$ cat config.mk
export PLATFORM = sky130hd
export DESIGN_NAME = cp0_trap_seq_flat
export DESIGN_NICKNAME = d
export VERILOG_FILES = /design/src/rtl/cp0_trap_seq_if.sv /design/src/rtl/cp0_trap_seq.sv /design/src/flat_wrapper.sv
export SDC_FILE = /design/constraint.sdc
export NUM_CORES = 1
export LEC_CHECK = 0
export ABC_AREA = 1
export BUFFER_PORTS_ARGS = -buffer_cell sky130_fd_sc_hd__buf_2
export CAP_MARGIN = 20
export CORE_UTILIZATION = 50
export DETAILED_ROUTE_END_ITERATION = 8
export PLACE_DENSITY = 0.81
export SLEW_MARGIN = 20
export SYNTH_ARGS = -nofsm -noshare
export SYNTH_HDL_FRONTEND = slang
export SYNTH_SLANG_ARGS = --single-unit
$ cat constraint.sdc
create_clock -name clk -period 1.65 [get_ports clk]
set_input_delay 0.33 -clock clk [delete_from_list [all_inputs] [get_ports clk]]
set_output_delay 0.33 -clock clk [all_outputs]
set_load 0.01 [all_outputs]
$ cat src/rtl/cp0_trap_seq_if.sv
// Pipeline-side and CP0-port signals of the trap sequencer, bundled so the
// sequencer (slave) and its environment (master) connect through one port.
interface cp0_trap_seq_if;
  logic        exc_req;
  logic [4:0]  exc_code;
  logic [31:0] exc_pc;
  logic [5:0]  irq;
  logic        eret;
  logic        cp0_w;
  logic [4:0]  a1;
  logic [31:0] wd;
  logic [31:0] rd1;
  logic        exc_ack;
  logic        stall;
  logic        pc_redirect;
  logic [31:0] pc_target;
  logic        in_handler;

  modport master (
    output exc_req, exc_code, exc_pc, irq, eret, rd1,
    input  cp0_w, a1, wd, exc_ack, stall, pc_redirect, pc_target, in_handler
  );

  modport slave (
    input  exc_req, exc_code, exc_pc, irq, eret, rd1,
    output cp0_w, a1, wd, exc_ack, stall, pc_redirect, pc_target, in_handler
  );
endinterface

$ cat src/rtl/cp0_trap_seq.sv
// Exception/interrupt sequencer: on entry it saves EPC, Cause and Status
// (with EXL set) through CP0's single port and redirects to the handler;
// on eret it reads EPC back, clears EXL and redirects to the saved PC.
module cp0_trap_seq #(
  parameter logic [31:0] HANDLER_ADDR = 32'h0000_0080,
  parameter logic [4:0]  STATUS_REG   = 5'd12,
  parameter logic [4:0]  CAUSE_REG    = 5'd13,
  parameter logic [4:0]  EPC_REG      = 5'd14
) (
  input  logic           clk,
  input  logic           reset,
  cp0_trap_seq_if.slave  bus
);

  typedef enum logic [2:0] {
    IDLE,
    W_EPC,
    W_CAUSE,
    W_STATUS,
    REDIR,
    E_RD_EPC,
    E_W_STATUS,
    E_REDIR
  } state_t;

  state_t      state;
  state_t      next_state;
  logic [31:0] epc_q;
  logic [4:0]  code_q;
  logic [5:0]  ip_q;
  logic [31:0] status_q;
  logic        in_handler_q;
  logic        int_pend;
  logic        accept_entry;
  logic        accept_eret;

  // In IDLE the port addresses Status, so rd1 carries IE/EXL/IM here.
  assign int_pend = (|(bus.irq & bus.rd1[15:10])) & bus.rd1[0] & ~bus.rd1[1];

  assign bus.in_handler = in_handler_q;

  // State register.
  always_ff @(posedge clk) begin
    if (reset) begin
      state <= IDLE;
    end else begin
      state <= next_state;
    end
  end

  // Next-state and CP0/PC control decode; accepts are held off during reset.
  always_comb begin
    next_state      = state;
    bus.cp0_w       = 1'b0;
    bus.a1          = STATUS_REG;
    bus.wd          = 32'h0;
    bus.exc_ack     = 1'b0;
    bus.stall       = 1'b1;
    bus.pc_redirect = 1'b0;
    bus.pc_target   = 32'h0;
    accept_entry    = 1'b0;
    accept_eret     = 1'b0;
    case (state)
      IDLE: begin
        bus.stall = 1'b0;
        if (!reset) begin
          if (bus.exc_req) begin
            accept_entry = 1'b1;
            bus.exc_ack  = 1'b1;
            bus.stall    = 1'b1;
            next_state   = W_EPC;
          end else if (int_pend) begin
            accept_entry = 1'b1;
            bus.stall    = 1'b1;
            next_state   = W_EPC;
          end else if (bus.eret) begin
            accept_eret = 1'b1;
            bus.stall   = 1'b1;
            next_state  = E_RD_EPC;
          end
        end
      end
      W_EPC: begin
        bus.cp0_w  = 1'b1;
        bus.a1     = EPC_REG;
        bus.wd     = epc_q;
        next_state = W_CAUSE;
      end
      W_CAUSE: begin
        bus.cp0_w  = 1'b1;
        bus.a1     = CAUSE_REG;
        bus.wd     = {16'b0, ip_q, 3'b0, code_q, 2'b0};
        next_state = W_STATUS;
      end
      W_STATUS: begin
        bus.cp0_w  = 1'b1;
        bus.a1     = STATUS_REG;
        bus.wd     = status_q | 32'h2;
        next_state = REDIR;
      end
      REDIR: begin
        bus.pc_redirect = 1'b1;
        bus.pc_target   = HANDLER_ADDR;
        next_state      = IDLE;
      end
      E_RD_EPC: begin
        bus.a1     = EPC_REG;
        next_state = E_W_STATUS;
      end
      E_W_STATUS: begin
        bus.cp0_w  = 1'b1;
        bus.a1     = STATUS_REG;
        bus.wd     = status_q & ~32'h2;
        next_state = E_REDIR;
      end
      E_REDIR: begin
        bus.pc_redirect = 1'b1;
        bus.pc_target   = epc_q;
        next_state      = IDLE;
      end
      default: next_state = IDLE;
    endcase
  end

  // Latch the trap context at accept, EPC during eret, and track EXL.
  always_ff @(posedge clk) begin
    if (reset) begin
      epc_q        <= 32'h0;
      code_q       <= 5'h0;
      ip_q         <= 6'h0;
      status_q     <= 32'h0;
      in_handler_q <= 1'b0;
    end else begin
      if (accept_entry) begin
        epc_q    <= bus.exc_pc;
        code_q   <= bus.exc_req ? bus.exc_code : 5'h0;
        ip_q     <= bus.irq;
        status_q <= bus.rd1;
      end else if (accept_eret) begin
        status_q <= bus.rd1;
      end
      if (state == E_RD_EPC) begin
        epc_q <= bus.rd1;
      end
      if (state == W_STATUS) begin
        in_handler_q <= 1'b1;
      end else if (state == E_W_STATUS) begin
        in_handler_q <= 1'b0;
      end
    end
  end

endmodule

$ cat src/flat_wrapper.sv
// flat-port wrapper written by rule: the top's interface ports become plain ports
module cp0_trap_seq_flat 
#(
  parameter logic [31:0] HANDLER_ADDR = 32'h0000_0080,
  parameter logic [4:0]  STATUS_REG   = 5'd12,
  parameter logic [4:0]  CAUSE_REG    = 5'd13,
  parameter logic [4:0]  EPC_REG      = 5'd14
)
  (clk, reset, bus_exc_req, bus_exc_code, bus_exc_pc, bus_irq, bus_eret, bus_rd1, bus_cp0_w, bus_a1, bus_wd, bus_exc_ack, bus_stall, bus_pc_redirect, bus_pc_target, bus_in_handler);
  cp0_trap_seq_if bus_i ();
  input  logic clk;
  input  logic reset;
  input wire logic [$bits(bus_i.exc_req)-1:0] bus_exc_req;
  input wire logic [$bits(bus_i.exc_code)-1:0] bus_exc_code;
  input wire logic [$bits(bus_i.exc_pc)-1:0] bus_exc_pc;
  input wire logic [$bits(bus_i.irq)-1:0] bus_irq;
  input wire logic [$bits(bus_i.eret)-1:0] bus_eret;
  input wire logic [$bits(bus_i.rd1)-1:0] bus_rd1;
  output wire logic [$bits(bus_i.cp0_w)-1:0] bus_cp0_w;
  output wire logic [$bits(bus_i.a1)-1:0] bus_a1;
  output wire logic [$bits(bus_i.wd)-1:0] bus_wd;
  output wire logic [$bits(bus_i.exc_ack)-1:0] bus_exc_ack;
  output wire logic [$bits(bus_i.stall)-1:0] bus_stall;
  output wire logic [$bits(bus_i.pc_redirect)-1:0] bus_pc_redirect;
  output wire logic [$bits(bus_i.pc_target)-1:0] bus_pc_target;
  output wire logic [$bits(bus_i.in_handler)-1:0] bus_in_handler;
  assign bus_i.exc_req = bus_exc_req;
  assign bus_i.exc_code = bus_exc_code;
  assign bus_i.exc_pc = bus_exc_pc;
  assign bus_i.irq = bus_irq;
  assign bus_i.eret = bus_eret;
  assign bus_i.rd1 = bus_rd1;
  assign bus_cp0_w = bus_i.cp0_w;
  assign bus_a1 = bus_i.a1;
  assign bus_wd = bus_i.wd;
  assign bus_exc_ack = bus_i.exc_ack;
  assign bus_stall = bus_i.stall;
  assign bus_pc_redirect = bus_i.pc_redirect;
  assign bus_pc_target = bus_i.pc_target;
  assign bus_in_handler = bus_i.in_handler;
  cp0_trap_seq #(.HANDLER_ADDR(HANDLER_ADDR), .STATUS_REG(STATUS_REG), .CAUSE_REG(CAUSE_REG), .EPC_REG(EPC_REG)) u_core (.clk(clk), .reset(reset), .bus(bus_i));
endmodule
## Yosys cells after proc, flatten, opt, wreduce, memory -nomap -nowiden

Index checks and enable logic that the tools add are counted.

| cells by class | value |
|---|---|
| reduce and logical (&&, ||, !) cells | 8 |
| eq/ne operators | 8 |
| mux-type cells | 32 |
| bitwise operators | 4 |

Operator list:

| operator | count |
|---|---|
| two-way mux 32 bit | 4 |
| case mux 32 bit (4 select lines) | 1 |
| case mux 32 bit (2 select lines) | 1 |
| case mux 3 bit (7 select lines) | 1 |
| two-way mux 1 bit | 20 |
| equality test 3 bit, second input constant | 4 |
| two-way mux 3 bit | 3 |
| bitwise AND 6 bit | 1 |
| equality test 3 x 2 -> 1 bit, second input constant | 2 |
| nonzero test 2 bit | 3 |
| OR reduction 6 bit | 1 |
| two-way mux 5 bit | 1 |
| != test 4 x 3 -> 1 bit, second input constant | 1 |
| case mux 2 bit (2 select lines) | 1 |
| OR reduction 2 bit | 2 |
| OR reduction 4 bit | 1 |
| equality test 3 x 1 -> 1 bit, second input constant | 1 |
| zero test 3 bit | 1 |
| bitwise AND 1 bit | 2 |
| inverter 1 bit | 1 |

| storage, ports and cells | value |
|---|---|
| flip-flop bits (word level) | 79 |
| output and inout port bits | 74 |
| logic and storage cells | 58 |
| input bits | 79 |

## Logic depth before layout (Yosys ltp)

Gate-level depths: netlist of the first run.

| depth | value |
|---|---|
| word-level depth | 10 |
| gate-level depth with buffers | 12 |
| gate-level depth less buffers | 10 |

## Least setup slack after synthesis of the first run

OpenSTA, ideal clock, no wires.

| path | value |
|---|---|
| kind | reg2out |
| from | reg u_core.state[1] |
| to | out bus_wd[10] |
| setup slack | 66 ps |
| buffers on the path | 1 |
| stages on the path, launching flop included | 6 |
| data required time | 1,320 ps |
| arrival | 1,254 ps |
| path through | dfxtp_1 -> nand2_1 -> nor2_1 -> clkbuf_1 -> nand2_1 -> o211ai_1 |

| between the ends | value |
|---|---|
| word-level cells in the longest chain between the ends | 2 |
| elaborated cells on any way between the ends | 5 |
| classes of those cells | 4 x eq/ne; 1 x mux |

RTL lines:

| item | RTL line | RTL |
|---|---|---|
| start: declaration | cp0_trap_seq.sv:26 | `state_t state;` |
| start signal: assignment | cp0_trap_seq.sv:47 | `state <= next_state;` |
| equality test 3 bit (tied with other cells) | cp0_trap_seq.sv:63 | `case (state)` |
| case mux 32 bit (4 select lines) * | cp0_trap_seq.sv:63 |  |
| end: declaration | flat_wrapper.sv:21 | `output wire logic [$bits(bus_i.wd)-1:0] bus_wd;` |

Every way passes the cells marked *; elsewhere a longest branch is shown, timed or not.

## Worst setup path in the final report of the first run

| path | value |
|---|---|
| from | reg u_core.state[1] |
| to | out bus_wd[4] |

Same word-level chain as after synthesis.

==> flow_summary.json, run 1 <==
{
  "htreeDepth": 3,
  "grt_pass1_wl_um": 19560,
  "insertion_delay_ns": 0.37,
  "placed_area_um2": 5142,
  "hold_viol_final": 0,
  "antenna_cells": 0,
  "clockBufferDepth": 2,
  "synth-seq-area-share_pct": 37.43,
  "area_delta_synth_final_pct": 58.58,
  "synth_top_area_cell": "dfxtp_1",
  "gp_congestion": 0.8133,
  "whs_path_depth": 3,
  "syn_inst": 639,
  "vias_per_cell": 5.992,
  "busiest_layer": "met2",
  "synth.distinct_cells": 24,
  "fmax_ghz": 0.4978,
  "num_io_pins": 153,
  "cts_buffers": 9,
  "drc": 0,
  "drtIter0Drc": 510,
  "r2r_slack_ns": -0.15,
  "syn_avg_cell_area_um2": 6.528,
  "timing_worst_setup_path_type": "reg -> out",
  "netlist_area_um2": 4172,
  "ff2ff_path_depth": 11,
  "cts_hold_buf": 0,
  "grt-ovfl-total": 0,
  "peakVddDrop_mv": 0.4812,
  "arrival_ns": 1.68,
  "yosysMostFrequentCell": "nand2_1",
  "synth_edf_count": 0,
  "violations": "setup timing",
  "finalCriticalPeriod_ns": 2.009,
  "met1_usage_pct": 36.73,
  "clkSinkCount": 78,
  "hold_start": "bus_exc_code[0]",
  "rsz0062_at_grt": "true",
  "grtUsageMet3_pct": 3.740,
  "p_per_area_nw_per_um2": 911.2,
  "fin_ws_ns": -0.3590,
  "dieArea_um2": 8712,
  "first_pass_iters": 5,
  "synthArstFlopShare_pct": 0,
  "nets": 903,
  "status": "finished with violations",
  "finClkSkew_ns": 0.007562,
  "cp_data_required_time_ns": 1.32,
  "power_leakage_nw": 3.347,
  "ys_warn_count": 0,
  "crit_fanout": 9,
  "fillCellCount": 410,
  "clkTransAtPathRegs_ns": 0.08,
  "grt_pass1_vias": 4266,
  "io_buffers": 149,
  "vias": 5579,
  "fin_area_um2": 6615,
  "wl_per_cell_um": 19.05,
  "hold_path.class": "in -> reg",
  "grt_max_degree": 70,
  "rr_endpoint": "u_core.epc_q[1]$_SDFFE_PP0P_",
  "p_total_w": 0.006027,
  "setup.worst_path.start_class": "register",
  "ys.flop_type": "dfxtp_1",
  "hold_ws_ns": 0.2095,
  "r2r_start": "u_core.state[1]$_SDFFE_PP0P_",
  "worst_setup_path_end_kind": "primary output",
  "synth_commonest_cells": "145 x nand2_1, 87 x o21ai_0, 78 x dfxtp_1",
  "report.final.slew_viol_count": 0,
  "stdcell_count": 931,
  "antenna_found_initial": 0,
  "dp_hpwl_um": 8198,
  "antenna_left": 0,
  "cts_tree": "yes",
  "min_to": "u_core.code_q[0]$_SDFFE_PP0P_",
  "use_met2_pct": 48.47,
  "drive_gt1_share_pct": 43.06,
  "synth_top_area_share_pct": 37.43,
  "post-place-cells": 876,
  "die_w_um": 93.34,
  "wirelength_um": 17740,
  "die_h_um": 93.34,
  "grt_usage_pct": 28.48,
  "core_um2": 7888,
  "period_share_pct": 121.8,
  "synth_area_leaders": "dfxtp_1 37%, nand2_1 13%, o21ai_0 10%",
  "max_cap_violations": 0,
  "start_util_pct": 52.89,
  "rows": 32,
  "ys_ff_latch": 78,
  "setup_viol": 136,
  "cts_root_buf": "clkbuf_8"
}
==> timing repair <==
item                       in CTS  in global routing
gates cloned                    5                 23
buffers inserted                3                  9
resized for setup              59                153
pin swaps                       3                 15
setup endpoints to repair      68                129
==> layout by cell type, fill, tap and decap left out, types with 2 or more instances in the layout <==
master and instances:
a21oi_1 23, buf_16 3, clkbuf_8 9, dfxtp_1 75, nand3_2 25, clkinvlp_4 3
nand2_4 7, buf_4 22, o21ai_2 11, a21oi_2 20, buf_12 10, nor2_4 7
bufbuf_16 2, nor2_2 15, inv_1 67, o21ai_0 39, buf_6 18, nand2_1 120
clkinv_2 2, inv_4 3, nand3_1 47, clkbuf_16 16, o211ai_1 11, nor2_1 48
nand2_8 6, o21ai_1 37, conb_1 3, nand2_2 18, buf_2 144, buf_8 6
dfxtp_4 2
==> critical path, cell delays in order, from the launching register on <==
cell and delay (ns):
dfxtp_4 0.38, buf_6 0.12, nor2_4 0.11, nand2_4 0.12, clkbuf_16 0.19, o211ai_1 0.22, buf_2 0.18
==> where the power goes <==
group          total [W]  switching [W]  internal (W)  leakage [nW]
Clock            0.00134       0.000797      0.000548        0.0816
Sequential       0.00231       0.000163       0.00215         0.643
Combinational    0.00237        0.00134       0.00104          2.62
Total            0.00603        0.00230       0.00373          3.35
==> cells by family (layout without fill, tap and decap cells) <==
| group | count (synthesis) | count (layout) | share of synthesized area [%] |
|---|---|---|---|
| compound gates | 143 | 143 | 17.85 |
| buf+inv | 121 | 308 | 13.32 |
| flops | 78 | 78 | 37.43 |
| simple gates | 295 | 297 | 31.22 |
| other cells | 2 | 3 | 0.1800 |
==> layer usage <==
metal | vias to the layer above | wire [µm]
li1 | 2425 | -
met3 | 137 | 1783
met1 | 2533 | 6415
met5 | - | 0
met4 | 0 | 1077
met2 | 484 | 8464
==> sequential cells by signal (all words and copies together) (netlist names) <==
register               count
u_core.epc_q              32
u_core.bus.in_handler      1
u_core.code_q              5
u_core.status_q           31
u_core.state               3
u_core.ip_q                6
==> area by class of cell <==
class / count / area [µm²] / area share [%]
multi-input combinational: 443 / 2542 / 38.43
timing repair buffer: 221 / 1927 / 29.13
sequential: 78 / 1570 / 23.74
inverter: 71 / 274.0 / 4.142
tap: 102 / 127.6 / 1.929
clock buffer: 9 / 123.9 / 1.873
clock inverter: 7 / 50.05 / 0.7566
==> metrics by stage <==
| stage | util [%] | setup TNS (ns) | worst slack (ns) |
|---|---|---|---|
| after floorplan | - | 0 | 0.06554 |
| after global placement | 65.20 | -0.1868 | -0.06618 |
| after detailed placement | 65.20 | -0.8174 | -0.09182 |
| after CTS | 71.26 | -13.08 | -0.2827 |
| after global routing | 83.87 | -24.82 | -0.3825 |
| final | 83.87 | -18.25 | -0.3590 |
==> worst max-delay path by stage <==
| stage | depth (start not counted) | start | to |
|---|---|---|---|
| after floorplan | 5 | u_core.state[1]$_SDFFE_PP0P_ | bus_wd[10] |
| after global placement | 10 | bus_rd1[13] | bus_stall |
| after detailed placement | 10 | bus_rd1[13] | bus_stall |
| after CTS | 6 | u_core.state[1]$_SDFFE_PP0P_ | bus_wd[11] |
| after global routing | 6 | u_core.state[1]$_SDFFE_PP0P_ | bus_wd[12] |
| final | 6 | u_core.state[1]$_SDFFE_PP0P_ | bus_wd[4] |
Note: power is estimated with default switching activity, not from simulation.
==> run 2, diff against run 1 <==
CORE_MARGIN = 4   (was not set)
CORE_UTILIZATION = 51   (was 50)
CTS_BUF_LIST = sky130_fd_sc_hd__clkbuf_8   (was not set)
PLACE_DENSITY = 0.82   (was 0.81)
==> run 2 against run 1 <==
The flow still finishes with violations (setup timing). Core utilization up 3.6 points. First-iteration DRC count up 22%. Critical path depth up 2. Critical path type unchanged. Highest routed layer unchanged.
==> flow_summary.json, run 2 (synthesis results as in run 1) <==
{
  "finClkSkew_ns": 0.008364,
  "start_util_pct": 53.16,
  "seq_area_um2": 1573,
  "hold_path.class": "in -> reg",
  "final_cell_mix": "125 x buf_2, 109 x nand2_1, 75 x dfxtp_1",
  "p_sw_w": 0.002318,
  "grt_pass1_vias": 4399,
  "status": "finished with violations",
  "drtIter0Drc": 622,
  "antenna_cells": 0,
  "insertion_delay_ns": 0.36,
  "p_total_w": 0.006606,
  "report.final.slew_viol_count": 0,
  "drive_gt1_share_pct": 44.74,
  "arrival_ns": 1.69,
  "crit_start": "u_core.state[1]$_SDFFE_PP0P_",
  "p_per_area_nw_per_um2": 962.4,
  "cts_root_buf": "clkbuf_8",
  "seq_power_share_pct": 35.2,
  "finalCriticalPeriod_ns": 2.018,
  "grt_pass1_wl_um": 20910,
  "fin_ws_ns": -0.3680,
  "cp_data_required_time_ns": 1.32,
  "fillCellCount": 357,
  "nets": 902,
  "gp_congestion": 0.8523,
  "grt_usage_pct": 26.35,
  "htreeDepth": 3,
  "clkTransAtPathRegs_ns": 0.08,
  "hold_viol_final": 0,
  "grt_max_degree": 54,
  "rsz0062_at_grt": "true",
  "power_leakage_nw": 3.424,
  "hold_ws_ns": 0.2178,
  "io_buffers": 149,
  "share_comb_of_total_power_pct": 36.5,
  "rr_endpoint": "u_core.epc_q[10]$_SDFFE_PP0P_",
  "dp_hpwl_um": 8556,
  "setup.worst_path.start_class": "register",
  "fmax_ghz": 0.4956,
  "period_share_pct": 122.3,
  "vias": 5569,
  "switching_share_pct": 35.09,
  "hold_start": "bus_exc_code[3]",
  "crit_fanout": 6,
  "num_io_pins": 153,
  "final_common_cell": "buf_2",
  "setup_viol": 142,
  "p_clk_share_pct": 28.3,
  "violations": "setup timing",
  "dieArea_um2": 9690,
  "rows": 32,
  "drc": 0,
  "cts_buffers": 9,
  "peakVddDrop_mv": 0.6022,
  "vias_per_cell": 5.995,
  "r2r_start": "u_core.state[1]$_SDFFE_PP0P_",
  "grt-ovfl-total": 0,
  "first_pass_iters": 6,
  "cp-endpoint": "bus_wd[5]",
  "max_cap_violations": 0,
  "clkSinkCount": 78,
  "largest-register": "u_core.epc_q",
  "largest_reg_flops": 32,
  "worst_setup_path_end_kind": "primary output",
  "wirelength_um": 18580,
  "die_w_um": 98.44,
  "r2r_slack_ns": -0.23,
  "core_um2": 7848,
  "antenna_left": 0,
  "cts_tree": "yes",
  "antenna_found_initial": 0,
  "timing_worst_setup_path_type": "reg -> out",
  "die_h_um": 98.44,
  "intPower_w": 0.004288,
  "wl_per_cell_um": 20.00,
  "clockBufferDepth": 2,
  "ff2ff_path_depth": 11,
  "area_delta_synth_final_pct": 64.55,
  "largestRegisters": "u_core.epc_q x32, u_core.status_q x31, u_core.ip_q x6",
  "multi_input_area_um2": 2705
}
run 2: cell count changes in the layout (fill, tap and decap cells not counted), moves of 9 or more:
cell	change
nand2_4	+9
buf_2	-19
nor2_1	-10
nand3_1	+11
buf_6	+14
nand3_2	-11
nor2_4	+16
nand2_1	-11
run 2: cell type report:
class | count | area share [%]
clock buffer | 12 | 2.406
clock inverter | 3 | 1.312
sequential | 78 | 22.91
multi-input combinational | 444 | 39.41
tap | 102 | 1.859
inverter | 71 | 4.028
timing repair buffer | 219 | 28.07
run 2: worst min path at each step:
stage	cells after the start	end
after global routing	3	u_core.code_q[3]$_SDFFE_PP0P_
final	3	u_core.code_q[3]$_SDFFE_PP0P_
after floorplan	2	u_core.code_q[1]$_SDFFE_PP0P_
after detailed placement	2	u_core.ip_q[3]$_SDFFE_PP0P_
after CTS	3	u_core.code_q[1]$_SDFFE_PP0P_
after global placement	2	u_core.ip_q[0]$_SDFFE_PP0P_
run 2: worst max-delay path: stages (launching register included):
cell	delay, ns
dfxtp_4	0.44
nand2_4	0.08
inv_4	0.08
nand2_4	0.07
nand2_8	0.11
buf_8	0.13
nand2_1	0.08
o211ai_1	0.12
buf_2	0.20
run 2: metrics by stage:
step	setup TNS (ns)	cells	instance area [µm²]	util [%]	setup slack (ns)
after floorplan	0	640	4175	-	0.06554
after global placement	-0.1044	873	5107	65.08	-0.07164
after detailed placement	-0.7287	873	5107	65.08	-0.08651
after CTS	-13.86	902	5734	73.07	-0.2864
after global routing	-30.72	929	6864	87.47	-0.4072
final	-23.81	929	6864	87.47	-0.3680
run 2: per-layer routing:
metal  vias up  share of wire (%)  global-route usage [%]
li1       2420                  -                       -
met1      2570                 35                   33.13
met2       448                 48                   44.10
met3       131                 10                   4.883
met4         0                6.6                   11.55
met5         -                  0                       0
run 2: timing repair:
action,CTS,global route
hold buffers,0,0
resized for setup,84,191
setup buffers,10,9
cloned,4,21
pin swaps,5,9
endpoints found under the setup margin,71,142
run 2: power by group through the flow:
stage	logic, W	registers [W]	clock network, W
after global placement	0.00140	0.00228	0
after detailed placement	0.00144	0.00229	0
after floorplan	0.000947	0.00227	0
after global routing	0.00254	0.00234	0.00194
after CTS	0.00165	0.00228	0.00182
final	0.00241	0.00233	0.00187
==> run 3, diff against run 2 <==
==> constraint.sdc (replaced) <==
create_clock -name clk -period 1.65 [get_ports clk]
set_input_delay 0.165 -clock clk [delete_from_list [all_inputs] [get_ports clk]]
set_output_delay 0.165 -clock clk [all_outputs]
set_load 0.01 [all_outputs]
==> run 3 against run 2 <==
The run still ends with setup timing left. Worst hold slack got worse by 0.15 ns. Total power fell by 14%. Combinational power fell by 27%. Clock power fell by 12%. Via count fell by 12%. Sequential cell count did not move. Clock-buffer cell count did not move. Critical path depth fell by 3. Register-to-register slack improved by 0.28 ns. Routed wire length fell by 26%. Largest cell class unchanged. Largest power group is now sequential cells.
==> flow_summary.json, run 3 (synthesis results as in run 1) <==
{
  "worst_setup_path_end_kind": "primary output",
  "area_delta_synth_final_pct": 38.15,
  "drc": 0,
  "grt_usage_pct": 25.44,
  "vias": 4911,
  "stdcell_count": 907,
  "largest-register": "u_core.epc_q",
  "peakVddDrop_mv": 0.5921,
  "report.final.slew_viol_count": 0,
  "fmax_ghz": 0.5571,
  "num_io_pins": 153,
  "wl_met2_um": 6739,
  "grt_max_degree": 62,
  "p_total_w": 0.005668,
  "violations": "setup timing",
  "max_cap_violations": 0,
  "gp_congestion": 0.9447,
  "switching_share_pct": 32.30,
  "die_w_um": 98.44,
  "grt-ovfl-total": 0,
  "cp_data_required_time_ns": 1.48,
  "antenna_found_initial": 0,
  "timing_worst_setup_path_type": "reg -> out",
  "finalCriticalPeriod_ns": 1.795,
  "clockBufferDepth": 2,
  "share_comb_of_total_power_pct": 30.8,
  "hold_ws_ns": 0.06700,
  "ff2ff_path_depth": 10,
  "grt_pass1_vias": 4443,
  "setup_viol": 49,
  "cts_tree": "yes",
  "fin_util_pct": 73.44,
  "finClkSkew_ns": 0.006854,
  "final_cell_mix": "150 x buf_2, 135 x nand2_1, 75 x dfxtp_1",
  "p_per_area_nw_per_um2": 983.6,
  "crit_fanout": 6,
  "r2r_slack_ns": 0.05,
  "setup.worst_path.start_class": "register",
  "clkSinkCount": 78,
  "start_util_pct": 53.16,
  "cts_root_buf": "clkbuf_8",
  "final_common_cell": "buf_2",
  "hold_path.class": "in -> reg",
  "nets": 879,
  "first_pass_iters": 5,
  "antenna_cells": 0,
  "grt_pass1_wl_um": 20440,
  "core_um2": 7848,
  "wirelength_um": 13760,
  "io_buffers": 149,
  "cts_hold_buf": 0,
  "seq_power_share_pct": 40.0,
  "dp_hpwl_um": 8672,
  "rr_endpoint": "u_core.epc_q[22]$_SDFFE_PP0P_",
  "vias_per_cell": 5.415,
  "intPower_w": 0.003838,
  "fin_ws_ns": -0.1449,
  "hold_viol_final": 0,
  "power_leakage_nw": 3.003,
  "period_share_pct": 108.8,
  "clkTransAtPathRegs_ns": 0.08,
  "cp-endpoint": "bus_wd[1]",
  "dr_wl_met3_um": 1197,
  "highest_layer": "met4",
  "arrival_ns": 1.63,
  "r2r_start": "u_core.state[1]$_SDFFE_PP0P_",
  "die_h_um": 98.44,
  "largest_reg_flops": 32,
  "antenna_left": 0,
  "wl_per_cell_um": 15.17,
  "status": "finished with violations",
  "drtIter0Drc": 357,
  "p_sw_w": 0.001831,
  "post-place-cells": 866,
  "rsz0062_at_grt": "true",
  "drive_gt1_share_pct": 31.80,
  "met1_length_um": 5476,
  "crit_start": "u_core.state[1]$_SDFFE_PP0P_",
  "p_clk_share_pct": 29.1,
  "rows": 32,
  "insertion_delay_ns": 0.34,
  "dieArea_um2": 9690,
  "largestRegisters": "u_core.epc_q x32, u_core.status_q x31, u_core.ip_q x6",
  "htreeDepth": 3,
  "cts_buffers": 9
}
==> run 3: cell types whose count changed in the layout (fill, tap and decap cells not counted), moves of 11 or more <==
cell	change
a21oi_1	+24
a21oi_2	-22
buf_2	+25
buf_6	-19
nand2_1	+26
nand2_2	-14
nand2_4	-11
nor2_1	+28
nor2_4	-20
o21ai_0	+27
o21ai_1	-18
==> run 3: power by group through the flow <==
stage,logic [W],clock network (W),registers [W]
after floorplan,0.000947,0,0.00227
after global placement,0.00135,0,0.00229
after detailed placement,0.00139,0,0.00230
after CTS,0.00159,0.00167,0.00226
after global routing,0.00191,0.00176,0.00229
final,0.00175,0.00165,0.00227
==> run 3: layer usage <==
| metal | track usage, % | vias up |
|---|---|---|
| li1 | - | 2367 |
| met1 | 32.54 | 2241 |
| met2 | 43.32 | 265 |
| met3 | 4.529 | 38 |
| met4 | 8.613 | 0 |
| met5 | 0 | - |
==> run 3: critical path, stage by stage, from the launching register on <==
cell     delay (ns)
dfxtp_4        0.37
buf_6          0.12
nor2_4         0.13
nand2_4        0.12
o21ai_0        0.34
buf_2          0.21
==> run 3: through the flow <==
| stage | setup TNS, ns | worst slack (ns) | instance area [µm²] |
|---|---|---|---|
| after floorplan | 0 | 0.2305 | 4175 |
| after global placement | 0 | 0.1090 | 5030 |
| after detailed placement | 0 | 0.03872 | 5030 |
| after CTS | -0.3417 | -0.03910 | 5518 |
| after global routing | -7.109 | -0.1880 | 5763 |
| final | -2.126 | -0.1449 | 5763 |
==> run 3: worst min path at each step <==
stage                         start                       endpoint  depth (start not counted)
detailed placement  bus_exc_code[1]  u_core.code_q[1]$_SDFFE_PP0P_                          3
CTS                 bus_exc_code[1]  u_core.code_q[1]$_SDFFE_PP0P_                          3
global placement    bus_exc_code[2]  u_core.code_q[2]$_SDFFE_PP0P_                          3
global route        bus_exc_code[1]  u_core.code_q[1]$_SDFFE_PP0P_                          3
floorplan           bus_exc_code[0]  u_core.code_q[0]$_SDFFE_PP0P_                          2
finish              bus_exc_code[1]  u_core.code_q[1]$_SDFFE_PP0P_                          3
==> run 3: area by class of cell <==
cell class                      instances  area [µm²]
Clock buffer                           12       165.2
Multi-Input combinational cell        441        2175
Sequential cell                        78        1570
Inverter                               71       269.0
Fill cell                             648        2085
Clock inverter                          4       68.82
Tap cell                              102       127.6
Timing Repair Buffer                  199        1388
==> run 3: repair_timing <==
action                     in CTS  in global routing
gates cloned                    5                  5
pin swaps                       6                 12
buffers inserted               11                  6
resized for setup              44                 30
setup endpoints to repair      66                 86
